**src/rtl/awb_gain_calc_pkg.sv**
```systemverilog
// awb_pkg: shared definitions for the auto-white-balance gain calculator.
//   awb_state_t - sequencing FSM state encoding
//   calc_q_w    - quotient width (integer mean bits plus fractional gain bits)
//   unity_gain  - fixed-point value of a gain of 1.0
package awb_pkg;

    typedef enum logic [2:0] {
        IDLE  = 3'd0,
        LOAD  = 3'd1,
        DIV   = 3'd2,
        STORE = 3'd3,
        FIN   = 3'd4
    } awb_state_t;

    function automatic int calc_q_w(input int mean_w, input int frac_w);
        return mean_w + frac_w;
    endfunction

    function automatic logic [31:0] unity_gain(input int frac_w);
        return 32'd1 << frac_w;
    endfunction

endpackage

```
**src/rtl/awb_gain_calc_if.sv**
```systemverilog
// awb_gain_calc_if: frame-sync, statistics and gain signals of the AWB block.
//   vsync    - frame sync, low during blanking
//   enable   - permits a new computation to start
//   ref_sel  - reference channel index
//   mean_in  - packed channel means, channel k at [k*MEAN_W +: MEAN_W]
//   gain_out - packed committed gains, same packing
//   busy     - computation in progress
//   done     - one-cycle pulse at end of computation
//   black    - committed black-scene flag
// master drives the statistics side, slave is the gain calculator.
interface awb_gain_calc_if #(
    parameter int NCH    = 3,
    parameter int MEAN_W = 16,
    parameter int GAIN_W = 16
);
    localparam int RS_W = (NCH > 1) ? $clog2(NCH) : 1;

    logic                    vsync;
    logic                    enable;
    logic [RS_W-1:0]         ref_sel;
    logic [NCH*MEAN_W-1:0]   mean_in;
    logic [NCH*GAIN_W-1:0]   gain_out;
    logic                    busy;
    logic                    done;
    logic                    black;

    modport master (
        output vsync, enable, ref_sel, mean_in,
        input  gain_out, busy, done, black
    );

    modport slave (
        input  vsync, enable, ref_sel, mean_in,
        output gain_out, busy, done, black
    );
endinterface

```
**src/rtl/awb_gain_calc_div_seq.sv**
```systemverilog
// awb_div_seq: sequential restoring divider, one quotient bit per cycle, MSB first.
//   clk, reset_n - clock, asynchronous active-low reset
//   start        - loads dividend and begins a division
//   dividend     - Q_W-bit dividend, captured on start
//   divisor      - MEAN_W-bit divisor, must stay stable while dividing
//   quotient     - result, valid when valid is high
//   valid        - one-cycle pulse, Q_W cycles after the start cycle ends
// A zero divisor yields an undefined quotient; the caller handles it.
module awb_div_seq
    import awb_pkg::*;
#(
    parameter int MEAN_W = 16,
    parameter int Q_W    = calc_q_w(16, 8)
) (
    input  logic              clk,
    input  logic              reset_n,
    input  logic              start,
    input  logic [Q_W-1:0]    dividend,
    input  logic [MEAN_W-1:0] divisor,
    output logic [Q_W-1:0]    quotient,
    output logic              valid
);
    localparam int CNT_W = $clog2(Q_W + 1);

    logic [Q_W-1:0]    q_reg;
    logic [MEAN_W-1:0] rem;
    logic [CNT_W-1:0]  cnt;
    logic [MEAN_W:0]   trial;

    // Partial remainder is always below the divisor, so {rem, next bit}
    // minus divisor either borrows (top bit set) or fits in MEAN_W bits.
    assign trial    = {rem, q_reg[Q_W-1]} - {1'b0, divisor};
    assign quotient = q_reg;

    always_ff @(posedge clk or negedge reset_n) begin
        if (!reset_n) begin
            q_reg <= '0;
            rem   <= '0;
            cnt   <= '0;
            valid <= 1'b0;
        end else begin
            valid <= 1'b0;
            if (start) begin
                q_reg <= dividend;
                rem   <= '0;
                cnt   <= CNT_W'(Q_W);
            end else if (cnt != '0) begin
                cnt   <= cnt - 1'b1;
                valid <= (cnt == CNT_W'(1));
                if (!trial[MEAN_W]) begin
                    rem   <= trial[MEAN_W-1:0];
                    q_reg <= {q_reg[Q_W-2:0], 1'b1};
                end else begin
                    rem   <= {rem[MEAN_W-2:0], q_reg[Q_W-1]};
                    q_reg <= {q_reg[Q_W-2:0], 1'b0};
                end
            end
        end
    end
endmodule

```
**src/rtl/awb_gain_calc.sv**
```systemverilog
// awb_gain_calc: per-frame white-balance gain calculator.
// On a vsync falling edge (enable=1, idle) it snapshots the channel means and
// computes gain[k] = (mean[ref] << FRAC_W) / mean[k] for every channel with a
// shared sequential divider, then commits all gains atomically in blanking.
//   clk, reset_n - clock, asynchronous active-low reset
//   bus          - awb_gain_calc_if.slave (vsync, enable, ref_sel, mean_in,
//                  gain_out, busy, done, black)
//
// state | meaning
// IDLE  | waiting for start; start cycle itself is spent here
// LOAD  | launch divider for current channel
// DIV   | divider iterating, Q_W cycles
// STORE | saturate/override quotient into shadow lane
// FIN   | done pulse; results ready to commit
module awb_gain_calc
    import awb_pkg::*;
#(
    parameter int NCH      = 3,
    parameter int MEAN_W   = 16,
    parameter int FRAC_W   = 8,
    parameter int GAIN_W   = 16,
    parameter int GAIN_MAX = 4095,
    parameter int BLACK_TH = 16
) (
    input  logic             clk,
    input  logic             reset_n,
    awb_gain_calc_if.slave   bus
);
    localparam int Q_W   = calc_q_w(MEAN_W, FRAC_W);
    localparam int CH_W  = (NCH > 1) ? $clog2(NCH) : 1;
    localparam int CNT_W = $clog2(Q_W);

    localparam logic [GAIN_W-1:0] UNITY    = GAIN_W'(unity_gain(FRAC_W));
    localparam logic [GAIN_W-1:0] GMAX_G   = GAIN_W'(GAIN_MAX);
    localparam logic [Q_W-1:0]    GMAX_Q   = Q_W'(GAIN_MAX);
    localparam logic [MEAN_W-1:0] BLACK_M  = MEAN_W'(BLACK_TH);
    localparam logic [CH_W-1:0]   LAST_CH  = CH_W'(NCH - 1);
    localparam logic [CNT_W-1:0]  DIV_LAST = CNT_W'(Q_W - 1);

    awb_state_t             state, state_nxt;
    logic                   vsync_d;
    logic                   vsync_fall;
    logic                   start_q;
    logic [MEAN_W-1:0]      snap_mean [NCH];
    logic [CH_W-1:0]        ref_idx;
    logic [CH_W-1:0]        ref_in;
    logic [CH_W-1:0]        ch;
    logic [CNT_W-1:0]       div_cnt;
    logic [NCH*GAIN_W-1:0]  shadow_gain;
    logic                   shadow_black;
    logic                   commit_pend;
    logic                   commit_now;
    logic [NCH*GAIN_W-1:0]  gain_q;
    logic                   black_q;
    logic                   black_det;
    logic [GAIN_W-1:0]      store_val;
    logic                   div_start;
    logic [Q_W-1:0]         div_dividend;
    logic [MEAN_W-1:0]      div_divisor;
    logic [Q_W-1:0]         div_q;
    logic                   div_valid;

    assign vsync_fall   = vsync_d & ~bus.vsync;
    assign ref_in       = (int'(bus.ref_sel) >= NCH) ? '0 : bus.ref_sel;
    assign commit_now   = ((state == FIN) || commit_pend) && !bus.vsync;
    assign div_dividend = {snap_mean[ref_idx], {FRAC_W{1'b0}}};
    assign div_divisor  = snap_mean[ch];

    awb_div_seq #(
        .MEAN_W (MEAN_W),
        .Q_W    (Q_W)
    ) u_div (
        .clk      (clk),
        .reset_n  (reset_n),
        .start    (div_start),
        .dividend (div_dividend),
        .divisor  (div_divisor),
        .quotient (div_q),
        .valid    (div_valid)
    );

    always_ff @(posedge clk or negedge reset_n) begin
        if (!reset_n) state <= IDLE;
        else          state <= state_nxt;
    end

    always_comb begin
        state_nxt = state;
        div_start = 1'b0;
        case (state)
            IDLE:  if (start_q) state_nxt = LOAD;
            LOAD: begin
                div_start = 1'b1;
                state_nxt = DIV;
            end
            DIV:   if (div_cnt == '0) state_nxt = STORE;
            STORE: state_nxt = (ch == LAST_CH) ? FIN : LOAD;
            FIN:   state_nxt = IDLE;
            default: state_nxt = IDLE;
        endcase
    end

    always_comb begin
        black_det = 1'b1;
        for (int k = 0; k < NCH; k++) begin
            if (snap_mean[k] >= BLACK_M) black_det = 1'b0;
        end
    end

    // Priority: black scene, then reference override, then saturation.
    always_comb begin
        store_val = GMAX_G;
        if (black_det)
            store_val = '0;
        else if (ch == ref_idx)
            store_val = UNITY;
        else if ((div_divisor == '0) || (div_q > GMAX_Q))
            store_val = GMAX_G;
        else
            store_val = div_q[GAIN_W-1:0];
    end

    always_ff @(posedge clk or negedge reset_n) begin
        if (!reset_n) begin
            vsync_d      <= 1'b0;
            start_q      <= 1'b0;
            for (int k = 0; k < NCH; k++) snap_mean[k] <= '0;
            ref_idx      <= '0;
            ch           <= '0;
            div_cnt      <= '0;
            shadow_gain  <= '0;
            shadow_black <= 1'b0;
            commit_pend  <= 1'b0;
            gain_q       <= {NCH{UNITY}};
            black_q      <= 1'b0;
        end else begin
            vsync_d <= bus.vsync;
            start_q <= vsync_fall && bus.enable && (state == IDLE) && !start_q;

            if (start_q) begin
                for (int k = 0; k < NCH; k++)
                    snap_mean[k] <= bus.mean_in[k*MEAN_W +: MEAN_W];
                ref_idx     <= ref_in;
                ch          <= '0;
                commit_pend <= 1'b0;
            end else if (commit_now) begin
                commit_pend <= 1'b0;
            end else if (state == FIN) begin
                commit_pend <= 1'b1;
            end

            if (commit_now) begin
                gain_q  <= shadow_gain;
                black_q <= shadow_black;
            end

            if (state == LOAD)     div_cnt <= DIV_LAST;
            else if (state == DIV) div_cnt <= div_cnt - 1'b1;

            if ((state == STORE) && div_valid) begin
                shadow_gain[ch*GAIN_W +: GAIN_W] <= store_val;
                if (ch == LAST_CH) shadow_black <= black_det;
            end
            if ((state == STORE) && (ch != LAST_CH)) ch <= ch + 1'b1;
        end
    end

    assign bus.gain_out = gain_q;
    assign bus.black    = black_q;
    assign bus.busy     = start_q || (state != IDLE);
    assign bus.done     = (state == FIN);
endmodule
```
**src/flat_wrapper.sv**
```systemverilog
// flat-port wrapper written by rule: the top's interface ports become plain ports
module awb_gain_calc_flat import awb_pkg::*;
#(
    parameter int NCH      = 3,
    parameter int MEAN_W   = 16,
    parameter int FRAC_W   = 8,
    parameter int GAIN_W   = 16,
    parameter int GAIN_MAX = 4095,
    parameter int BLACK_TH = 16
)
  (clk, reset_n, bus_vsync, bus_enable, bus_ref_sel, bus_mean_in, bus_gain_out, bus_busy, bus_done, bus_black);
  awb_gain_calc_if #(.NCH(NCH), .MEAN_W(MEAN_W), .GAIN_W(GAIN_W)) bus_i ();
  input  logic clk;
  input  logic reset_n;
  input wire logic [$bits(bus_i.vsync)-1:0] bus_vsync;
  input wire logic [$bits(bus_i.enable)-1:0] bus_enable;
  input wire logic [$bits(bus_i.ref_sel)-1:0] bus_ref_sel;
  input wire logic [$bits(bus_i.mean_in)-1:0] bus_mean_in;
  output wire logic [$bits(bus_i.gain_out)-1:0] bus_gain_out;
  output wire logic [$bits(bus_i.busy)-1:0] bus_busy;
  output wire logic [$bits(bus_i.done)-1:0] bus_done;
  output wire logic [$bits(bus_i.black)-1:0] bus_black;
  assign bus_i.vsync = bus_vsync;
  assign bus_i.enable = bus_enable;
  assign bus_i.ref_sel = bus_ref_sel;
  assign bus_i.mean_in = bus_mean_in;
  assign bus_gain_out = bus_i.gain_out;
  assign bus_busy = bus_i.busy;
  assign bus_done = bus_i.done;
  assign bus_black = bus_i.black;
  awb_gain_calc #(.NCH(NCH), .MEAN_W(MEAN_W), .FRAC_W(FRAC_W), .GAIN_W(GAIN_W), .GAIN_MAX(GAIN_MAX), .BLACK_TH(BLACK_TH)) u_core (.clk(clk), .reset_n(reset_n), .bus(bus_i));
endmodule
```
**config.mk**
```make
export PLATFORM = sky130hd
export DESIGN_NAME = awb_gain_calc_flat
export DESIGN_NICKNAME = d
export VERILOG_FILES = /design/src/rtl/awb_gain_calc_pkg.sv /design/src/rtl/awb_gain_calc_if.sv /design/src/rtl/awb_gain_calc_div_seq.sv /design/src/rtl/awb_gain_calc.sv /design/src/flat_wrapper.sv
export SDC_FILE = /design/constraint.sdc
export NUM_CORES = 1
export LEC_CHECK = 0
export BUFFER_PORTS_ARGS = -buffer_cell sky130_fd_sc_hd__buf_2
export CORE_MARGIN = 10
export CORE_UTILIZATION = 40
export CTS_CLUSTER_DIAMETER = 50
export DETAILED_ROUTE_END_ITERATION = 16
export GPL_ROUTABILITY_DRIVEN = 0
export HOLD_SLACK_MARGIN = 0.05
export MAX_ROUTING_LAYER = met4
export PLACE_DENSITY = 0.56
export SYNTH_ARGS = -nofsm -noshare
export SYNTH_HDL_FRONTEND = slang
export SYNTH_HIERARCHICAL = 1
export SYNTH_SLANG_ARGS = --single-unit
```
**constraint.sdc**
```tcl
create_clock -name clk -period 3.55 [get_ports clk]
set_clock_uncertainty 0.2 [all_clocks]
set_input_delay 0.71 -clock clk [delete_from_list [all_inputs] [get_ports clk]]
set_output_delay 0.71 -clock clk [all_outputs]
set_load 0.02 [all_outputs]
```
**Yosys cells after proc, flatten, opt, wreduce, memory -nomap -nowiden**

Cells that the tools add are included.

- Add/subtract/negate cells: 5
- $mul: 0
- Divide/modulo/power cells: 0
- $lt $le $gt $ge: 7
- Equality and inequality tests: 10
- Shift operators: 2
- Multiplexer cells: 36
- Bitwise gates (word level): 4
- Reductions and logical operators: 22

Operator list:

| kind | count |
|---|---|
| $mux 16 | 10 |
| $bmux 16 s2 | 2 |
| $bwmux 48 | 1 |
| $ge 16x5->1 const B | 3 |
| $mux 24 | 2 |
| $shift 16x34->48 const A | 1 |
| $shiftx 16x34->48 | 1 |
| $neg 6->34 | 1 |
| $gt 24x12->1 const B | 1 |
| $mux 5 | 4 |
| $sub 17x16->17 | 1 |
| $logic_not 16->1 | 1 |
| $pmux 3 s4 | 1 |
| $mux 1 | 10 |
| $sub 5x1->5 const B | 2 |
| $mux 3 | 3 |
| $eq 3x2->1 const B | 2 |
| $ge 3x3->1 const B | 2 |
| $logic_and 1x1->1 | 6 |
| $mux 2 | 3 |
| $not 2->3 | 2 |
| $reduce_bool 2->1 | 3 |
| $reduce_bool 3->1 | 2 |
| $eq 5x1->1 const B | 1 |
| other kinds (16) | 21 |

- Flip-flop bits (word level): 207
- Bits in latches: 0
- Memory bits (writable): 0
- Memory bits (read-only): 0
- Output and inout bits: 51
- Logic and storage cells: 104
- Memories kept: 0

**Logic depth before layout (Yosys ltp)**

Gate-level depths: netlist of run 1.

- Depth after elaboration: 11
- Gate-level depth with buffers: 16
- Mapped depth without buffers: 12

**Modules after synthesis**

Netlist of run 1, hierarchy kept.

Modules (own cells, without submodules):

| module | instances | cells each | area each (um2) | seq. area each (um2) |
|---|---|---|---|---|
| awb_gain_calc | 1 | 603 | 7340.8 | 4032.6 |
| awb_div_seq | 1 | 345 | 3064.2 | 1151.1 |

**Least setup slack after synthesis of run 1**

Ideal clock, no wire load.

- Path type: reg2reg
- Start: register u_core.ch[0]
- End: register u_core.u_div.rem[12]
- Setup time: 0.099 ns
- Arrival: 3.131 ns
- Path slack: 0.120 ns
- Stages on the path, launching flop included: 16
- Clock period less this slack: 3.430 ns
- Cells stage by stage: dfrtp_1 -> buf_2 -> nor2b_1 -> buf_6 -> o2bb2ai_1 -> ha_1 -> inv_1 -> fa_1 -> a211o_1 -> a211oi_1 -> o21bai_1 -> a211oi_2 -> xnor2_1 -> buf_2 -> nand4_1 -> a311oi_1

- Longest elaborated chain between the ends: 8

RTL lines:

| what | line | RTL |
|---|---|---|
| start, declared | awb_gain_calc.sv:47 | `logic [CH_W-1:0] ch;` |
| start signal, assigned | awb_gain_calc.sv:164 | `if ((state == STORE) && (ch != LAST_CH)) ch <= ch + 1'b1;` |
| $not 2->3 (implied by the code) | awb_gain_calc.sv:67 | `assign div_divisor = snap_mean[ch];` |
| $bmux 16 s2 | awb_gain_calc.sv:67 |  |
| $mux 16 (implied by the code) (2 in series) | awb_gain_calc.sv:67 |  |
| named net u_core.div_divisor[0] | awb_gain_calc.sv:59 | `logic [MEAN_W-1:0] div_divisor;` |
| $sub 17x16->17 | awb_gain_calc_div_seq.sv:32 | `assign trial = {rem, q_reg[Q_W-1]} - {1'b0, divisor};` |
| $mux 16 | awb_gain_calc_div_seq.sv:50 | `if (!trial[MEAN_W]) begin` |
| $mux 16 | awb_gain_calc_div_seq.sv:47 | `end else if (cnt != '0) begin` |
| $mux 16 | awb_gain_calc_div_seq.sv:43 | `if (start) begin` |
| end signal, assigned | awb_gain_calc_div_seq.sv:51 | `rem <= trial[MEAN_W-1:0];` |
| end signal, assigned | awb_gain_calc_div_seq.sv:54 | `rem <= {rem[MEAN_W-2:0], q_reg[Q_W-1]};` |
| end, declared | awb_gain_calc_div_seq.sv:26 | `logic [MEAN_W-1:0] rem;` |

The timed path passes the listed nets, and every way through them passes these cells. The select of a mux whose other input is x is not followed.
A chain may end at the register's enable or synchronous reset.

**Worst setup path after layout of run 1**

- Start: register u_core.ch[1]
- End: register u_core.u_div.rem[4]

The elaborated chain is that of the path after synthesis.

==> metrics, run 1 <==
outcome=finished, final reports clean; Seq/Total Area, Yosys=between 40% and 50%; grt ovf=0; RSZ-0062 raised after global routing=yes; Top FF cell, synth=dfrtp_1; first-pass GRT wire length=around 43000 µm; post-placement cell area=around 11000 µm²; Final Cell Area=12600 µm²; clock latency on the worst-skew pair=roughly 0.55 ns; Reg2Reg Depth=13; commonest non-fill, non-tap cell in the layout=dfrtp_1; Post-synth EDFFs=0; Arr. time, crit path=3.61 ns; Max H-tree Level=1; First-pass DRT Iterations=4; vias in the first global route=7731; Setup CP Type=register to register; largest area contributor in the netlist=dfrtp_1; Yosys reg bits=207; Hold Path Class=input pin to register; Via Count=about 7.7k; relative slew slack=around 22%; Finished Core Util=around half; CP required=~3.7 ns; Residual DRC=0; Final Max Tran Viols=0; die width=181 µm; initial DRC count=524; antenna violations before repair=1; NumNets Final=around 1.1k; Final period util=96.3%; die area=between 30000 and 40000 µm²; Pwr Density=approximately 1000 nW/µm²; layout cells sized above 1=30.8%; worst hold path depth=1; ranking of synthesized cells by area=dfrtp_1, mux2_2, mux2i_1; drt total wl=between 20000 and 30000 µm; CTS tree=built; GRT Util Overall=15.9%; synthesized instance count=around 950; Routed Antenna Nets=0; Synth async-reset ratio=100%; Top-Level Pins=roughly 110; Crit. End Element=register; DR vias/cell=approximately 5.4; Max clock buf depth=3; Peak VDD IR=around 0.00053 V; dpl hpwl=between 15000 and 20000 µm; largest net degree at the start of global routing=63; IO Port Bufs=between 100 and 150; Distinct cells, synth=61; post-synth top area share=49.1%; Final Critical Period=3.42 ns; CTS Root Cell=clkbuf_16; Sink Count=207; Worst-path clk slew=0.06 ns; Core ar.=about 25000 µm²; Die Height=roughly 180 µm; worst-path maximum fanout=5; final setup violating endpoints=0; P&R area growth vs syn=21.0%; total CTS buffers=29; Ys Warns=6; Routed WL per cell=roughly 18 µm; final hold vios=0; max-cap violations=0; max frequency=~290 MHz; Cell Area, Synth=about 10000 µm²; worst slew pin tran=around 1.2 ns; commonest cells after routing, fill and taps aside=dfrtp_1, buf_2, mux2_2; Initial Utilization=roughly two fifths; row count=58; Worst setup SP type=register; syn_area_per_cell=11.0 µm²; Leakage=around 5.9 nW
[cells in the mapped netlist (4+ instances only)]
cell type / n
a22oi_1: 20
dfrtp_1: 204
buf_1: 11
mux2_1: 8
nor4_1: 16
nor3_1: 11
nand2_1: 89
nor2_1: 33
ha_1: 25
clkbuf_1: 38
inv_1: 27
xnor2_1: 9
a21o_1: 4
mux2_2: 90
o211ai_1: 4
and2_1: 14
o2bb2ai_1: 13
nor4_2: 5
nand2b_1: 6
a311oi_1: 4
a21oi_1: 55
xor2_1: 9
nand4_1: 4
nor2b_1: 4
a211oi_1: 48
o21ai_0: 51
buf_2: 10
mux2i_1: 66
nand3_1: 9
nor3b_1: 6
a22oi_2: 5
[report_power, final]
group	switching (mW)	internal, mW
logic	3.24	3.05
clock network	1.14	1.70
registers	0.827	3.04
total	5.21	7.79
[registers in the layout (all words and copies together) (netlist names), 2 cells and up]
signal	count
u_core/state	3
u_core/u_div/cnt	5
u_core/div_cnt	5
u_core/ref_idx	2
u_core/snap_mean	48
u_core/u_div/rem	16
u_core/ch	2
u_core/shadow_gain	48
u_core/u_div/quotient	24
u_core/bus.gain_out	48
[final timing paths]
path | from | to | slack (ns)
setup / recovery | u_core/ch[1] | u_core/u_div/rem[4] | 0.13
hold / removal | bus_vsync | u_core/vsync_d | 0.11
setup reg to reg | u_core/ch[1] | u_core/u_div/rem[4] | 0.13
hold reg to reg | u_core/shadow_black | u_core/shadow_black | 0.28
max in group asynchronous | reset_n | u_core/bus.gain_out[24] | 1.86
min in group asynchronous | reset_n | u_core/bus.gain_out[22] | 0.52
[worst max-delay path, cell delays in order, from the launching register on]
cell	delay [ns]
dfrtp_2	0.46
mux2i_1	0.16
o2bb2ai_2	0.20
ha_2	0.21
inv_1	0.05
fa_2	0.34
a211o_1	0.29
a211oi_2	0.22
o21bai_2	0.12
a211oi_2	0.26
xnor2_2	0.25
clkbuf_16	0.24
mux2i_1	0.19
a211oi_1	0.09
[layer usage]
metal  vias up  wire, µm  GRT usage [%]
met5         -         0              -
met4         0       599           3.90
met3        47      1330           3.18
met2       174     11600           23.3
met1      3779     12500           22.2
li1       3697         -              -
[timing repair]
action / CTS / global route
resized for setup: 5 / 25
pin swaps: 3 / 14
cloned: 0 / 1
endpoints found under the hold margin: 58 / 0
setup buffers: 0 / 3
hold buffers: 1 / 0
setup endpoints to repair: 6 / 17
[layout make-up]
cell class / instances / area, µm²
diodes: 1 / 2.50
inverters: 28 / 105
clock inverters: 18 / 173
fillers: 2373 / 12800
clock buffers: 35 / 798
multi-input cells: 656 / 5000
well taps: 330 / 413
repair buffers: 144 / 911
flip-flops and latches: 207 / 5190
[cells by family after synthesis]
| family | after synthesis | synth area share [%] |
|---|---|---|
| flops | 207 | 49.8 |
| xor+xnor | 18 | 1.52 |
| compound gates | 223 | 14.2 |
| mux | 164 | 17.0 |
| simple gates | 217 | 10.5 |
| buf+inv | 92 | 3.73 |
| other cells | 1 | 0.0360 |
| fa+ha+maj | 26 | 3.20 |
[stage by stage]
stage	hold WS [ns]	power (mW)	setup TNS, ns	setup WS (ns)	std cells
2_1_floorplan	0.214	7.96	0	0.120	955
3_3_place_gp	0.263	9.60	0	0.128	1360
3_5_place_dp	0.265	9.67	-0.0186	-0.0186	1360
4_1_cts	0.0933	12.6	0	0.00963	1414
5_1_grt	0.100	14.0	-0.389	-0.0582	1419
6_report	0.112	13.0	0	0.133	1419
(Power assumes the default switching activity.)
==> inputs of run 2 (changes only) <==
- PLACE_DENSITY: 0.56 -> 0.54
- clock period: 3.55 -> 3.2 ns (I/O delays scaled with it)
==> metrics, run 2 (synthesis results as in run 1) <==
Reg2Reg Depth=13 (unchanged); Crit. End Element=register; Sequential Power Share=29.2% (-0.5 points); NetSw=5.69 mW (+9.2%); met1 GRT Util=21.8% (-0.41 points); final hold vios=0 (unchanged); largest net degree at the start of global routing=77 (+22%); max frequency=294 MHz (+0.34%); CP required=3.41 ns (-0.33 ns); Internal Power=8.93 mW (+15%); Routed Antenna Nets=0 (unchanged); Routed WL per cell=18.0 µm (-1.8%); CP Buf/Inv Count=2 (unchanged); met3 usage in global routing=2.86% (-0.32 points); NumNets Final=1187 (+3.6%); clock latency on the worst-skew pair=0.55 ns (about the same); Slowest cell on crit path=dfrtp_2; Levels on crit path=13 (unchanged); RSZ-0062 raised after global routing=yes; Sink Count=207 (unchanged); layout cells sized above 1=31.7% (+0.92 points); GRT busiest layer=met2; first-pass GRT wire length=43200 µm (+0.76%); max-cap violations=0 (unchanged); final hold slack=0.116 ns (+0.00391 ns); drt total wl=26300 µm (+1.0%); Pwr Density=1140 nW/µm² (+10%); logic gate share of total power=49.2% (+0.8 points); grt ovf=0 (unchanged); IO Port Bufs=104 (unchanged); commonest cells after routing, fill and taps aside=dfrtp_1, buf_2, mux2_2; Via Count=7669 (-0.36%); crit path cell chain=mux2i_1, o2bb2ai_2, ha_2, inv_2, fa_2, a211o_1, a211oi_2, o21bai_1, a211oi_2, xnor2_2, buf_12, nor4b_2, a311o_1; Hold Path End=u_core/start_q; Hold Path Class=input pin to register; initial DRC count=448 (-15%); First-pass DRT Iterations=5 (+1); vias in the first global route=7882 (+2.0%); multi-input logic area=4910 µm² (-2.0%); Final Max Tran Viols=0 (unchanged); die width=181 µm (unchanged); FF/Latch Area=5190 µm² (about the same); worst-path maximum fanout=15 (+10); row count=58 (unchanged); Max H-tree Level=1 (unchanged); r2r startpoint=u_core/ch[1]; Filler Cells Inserted=2349 (-1.0%); Peak VDD IR=0.000609 V (+15%); GRT Util Overall=16.1% (+0.21 points); hold path start=bus_enable; final setup violating endpoints=17 (+17); reg2reg end=u_core/u_div/rem[15]; Tot Pwr=14.6 mW (+12%); total CTS buffers=28 (-3.4%); commonest non-fill, non-tap cell in the layout=dfrtp_1; Clock Power Share=21.6% (-0.3 points); Residual DRC=0 (unchanged); failing checks=negative setup slack; Final WS setup=-0.206 ns (-0.338 ns); CTS tree=built; Final Critical Period=3.41 ns (-0.0115 ns); die area=32900 µm² (unchanged); antenna violations before repair=0 (-1); Arr. time, crit path=3.62 ns (about the same); Leakage=6.07 nW (+3.1%); Final period util=106% (+10 points); Worst setup SP type=register; Setup CP Type=register to register; switching share of power=38.9% (-1.1 points); relative slew slack=39.9% (+18 points); GRT met2 Usage=24.4% (+1.1 points); DR vias/cell=5.26 (-3.1%); Max stage delay on crit path=0.44 ns (-0.02 ns); Die Height=181 µm (unchanged); worst hold path depth=3 (+2); Core ar.=25400 µm² (unchanged); Crit. Startpoint=u_core/ch[1]; CTS Root Cell=clkbuf_16; dpl hpwl=19000 µm (+2.8%); worst slew pin tran=0.899 ns (-0.261 ns); Top-Level Pins=105 (unchanged); flop-to-flop setup slack=-0.21 ns (-0.34 ns); Worst-path clk slew=0.06 ns (about the same); Initial Utilization=41.0% (unchanged); Diodes inserted=0 (-1); Crit path top cell by count=a211oi_2; outcome=complete, but fails checks; Max clock buf depth=3 (unchanged); delay-heaviest family, CP=compound AO/OA/AOI/OAI gates; P&R area growth vs syn=23.2%
==> run 2: cell types whose count changed in the layout (fill, tap and decap cells not counted), moves of 3 or more <==
| cell | delta |
|---|---|
| mux2i_1 | +3 |
| o2bb2ai_1 | +9 |
| o2bb2ai_2 | -9 |
| buf_4 | +42 |
| mux2i_2 | -3 |
==> run 2: through the flow <==
step	instances	setup TNS, ns	util (%)	cell area [µm²]	setup slack [ns]
2_1_floorplan	955	-0.840	-	10500	-0.0886
3_3_place_gp	1403	-1.62	46.4	11800	-0.141
3_5_place_dp	1403	-2.96	46.4	11800	-0.242
4_1_cts	1458	-2.12	50.4	12800	-0.177
5_1_grt	1459	-5.50	50.5	12800	-0.371
6_report	1459	-2.33	50.5	12800	-0.206
==> run 2: routing by layer <==
layer / vias to the layer above / part of all wire, % / routed length (µm)
li1: 3754 / - / -
met1: 3720 / 49 / 12800
met2: 155 / 45 / 11800
met3: 40 / 4.0 / 1060
met4: 0 / 2.5 / 648
met5: - / 0 / 0
==> run 2: worst max-delay path by stage <==
stage                           endpoint
global placement    u_core/u_div/rem[15]
global route        u_core/u_div/rem[15]
CTS                 u_core/u_div/rem[15]
finish              u_core/u_div/rem[15]
floorplan           u_core/u_div/rem[15]
detailed placement  u_core/u_div/rem[12]
==> run 2: power by group through the flow <==
stage                     sequential (mW)  combinational [mW]  clock, mW
after floorplan                      3.88                5.04          0
after global placement               4.31                7.06          0
after detailed placement             4.30                7.17          0
after CTS                            4.26                7.21       3.25
after global routing                 4.35                8.06       3.37
final                                4.27                7.18       3.16
==> run 2: area by class of cell <==
type                            instances  area share (%)
Inverter                               28           0.820
Clock buffer                           34            6.03
Tap cell                              330            3.22
Sequential cell                       207            40.5
Timing Repair Buffer                  186            9.59
Multi-Input combinational cell        656            38.3
Clock inverter                         18            1.60
==> run 2: worst register-to-register path: cells and delay by family, from the launching register on <==
kind | cells | cell delay, ns
xor gates and xnor gates | 1 | 0.19
buffers and inverters | 2 | 0.24
and+or+nand+nor | 1 | 0.06
adders and majority gates | 2 | 0.60
DFF | 1 | 0.44
AOI/OAI and AO/OA | 6 | 1.41
muxes | 1 | 0.14
==> run 2: repair_timing <==
action / CTS / global route
resized for setup: 2 / 2
setup endpoints to repair: 17 / 17
buffers inserted: 1 / 1
pin swaps: 1 / 3
hold buffers: 2 / 0
hold endpoints to repair: 71 / 0
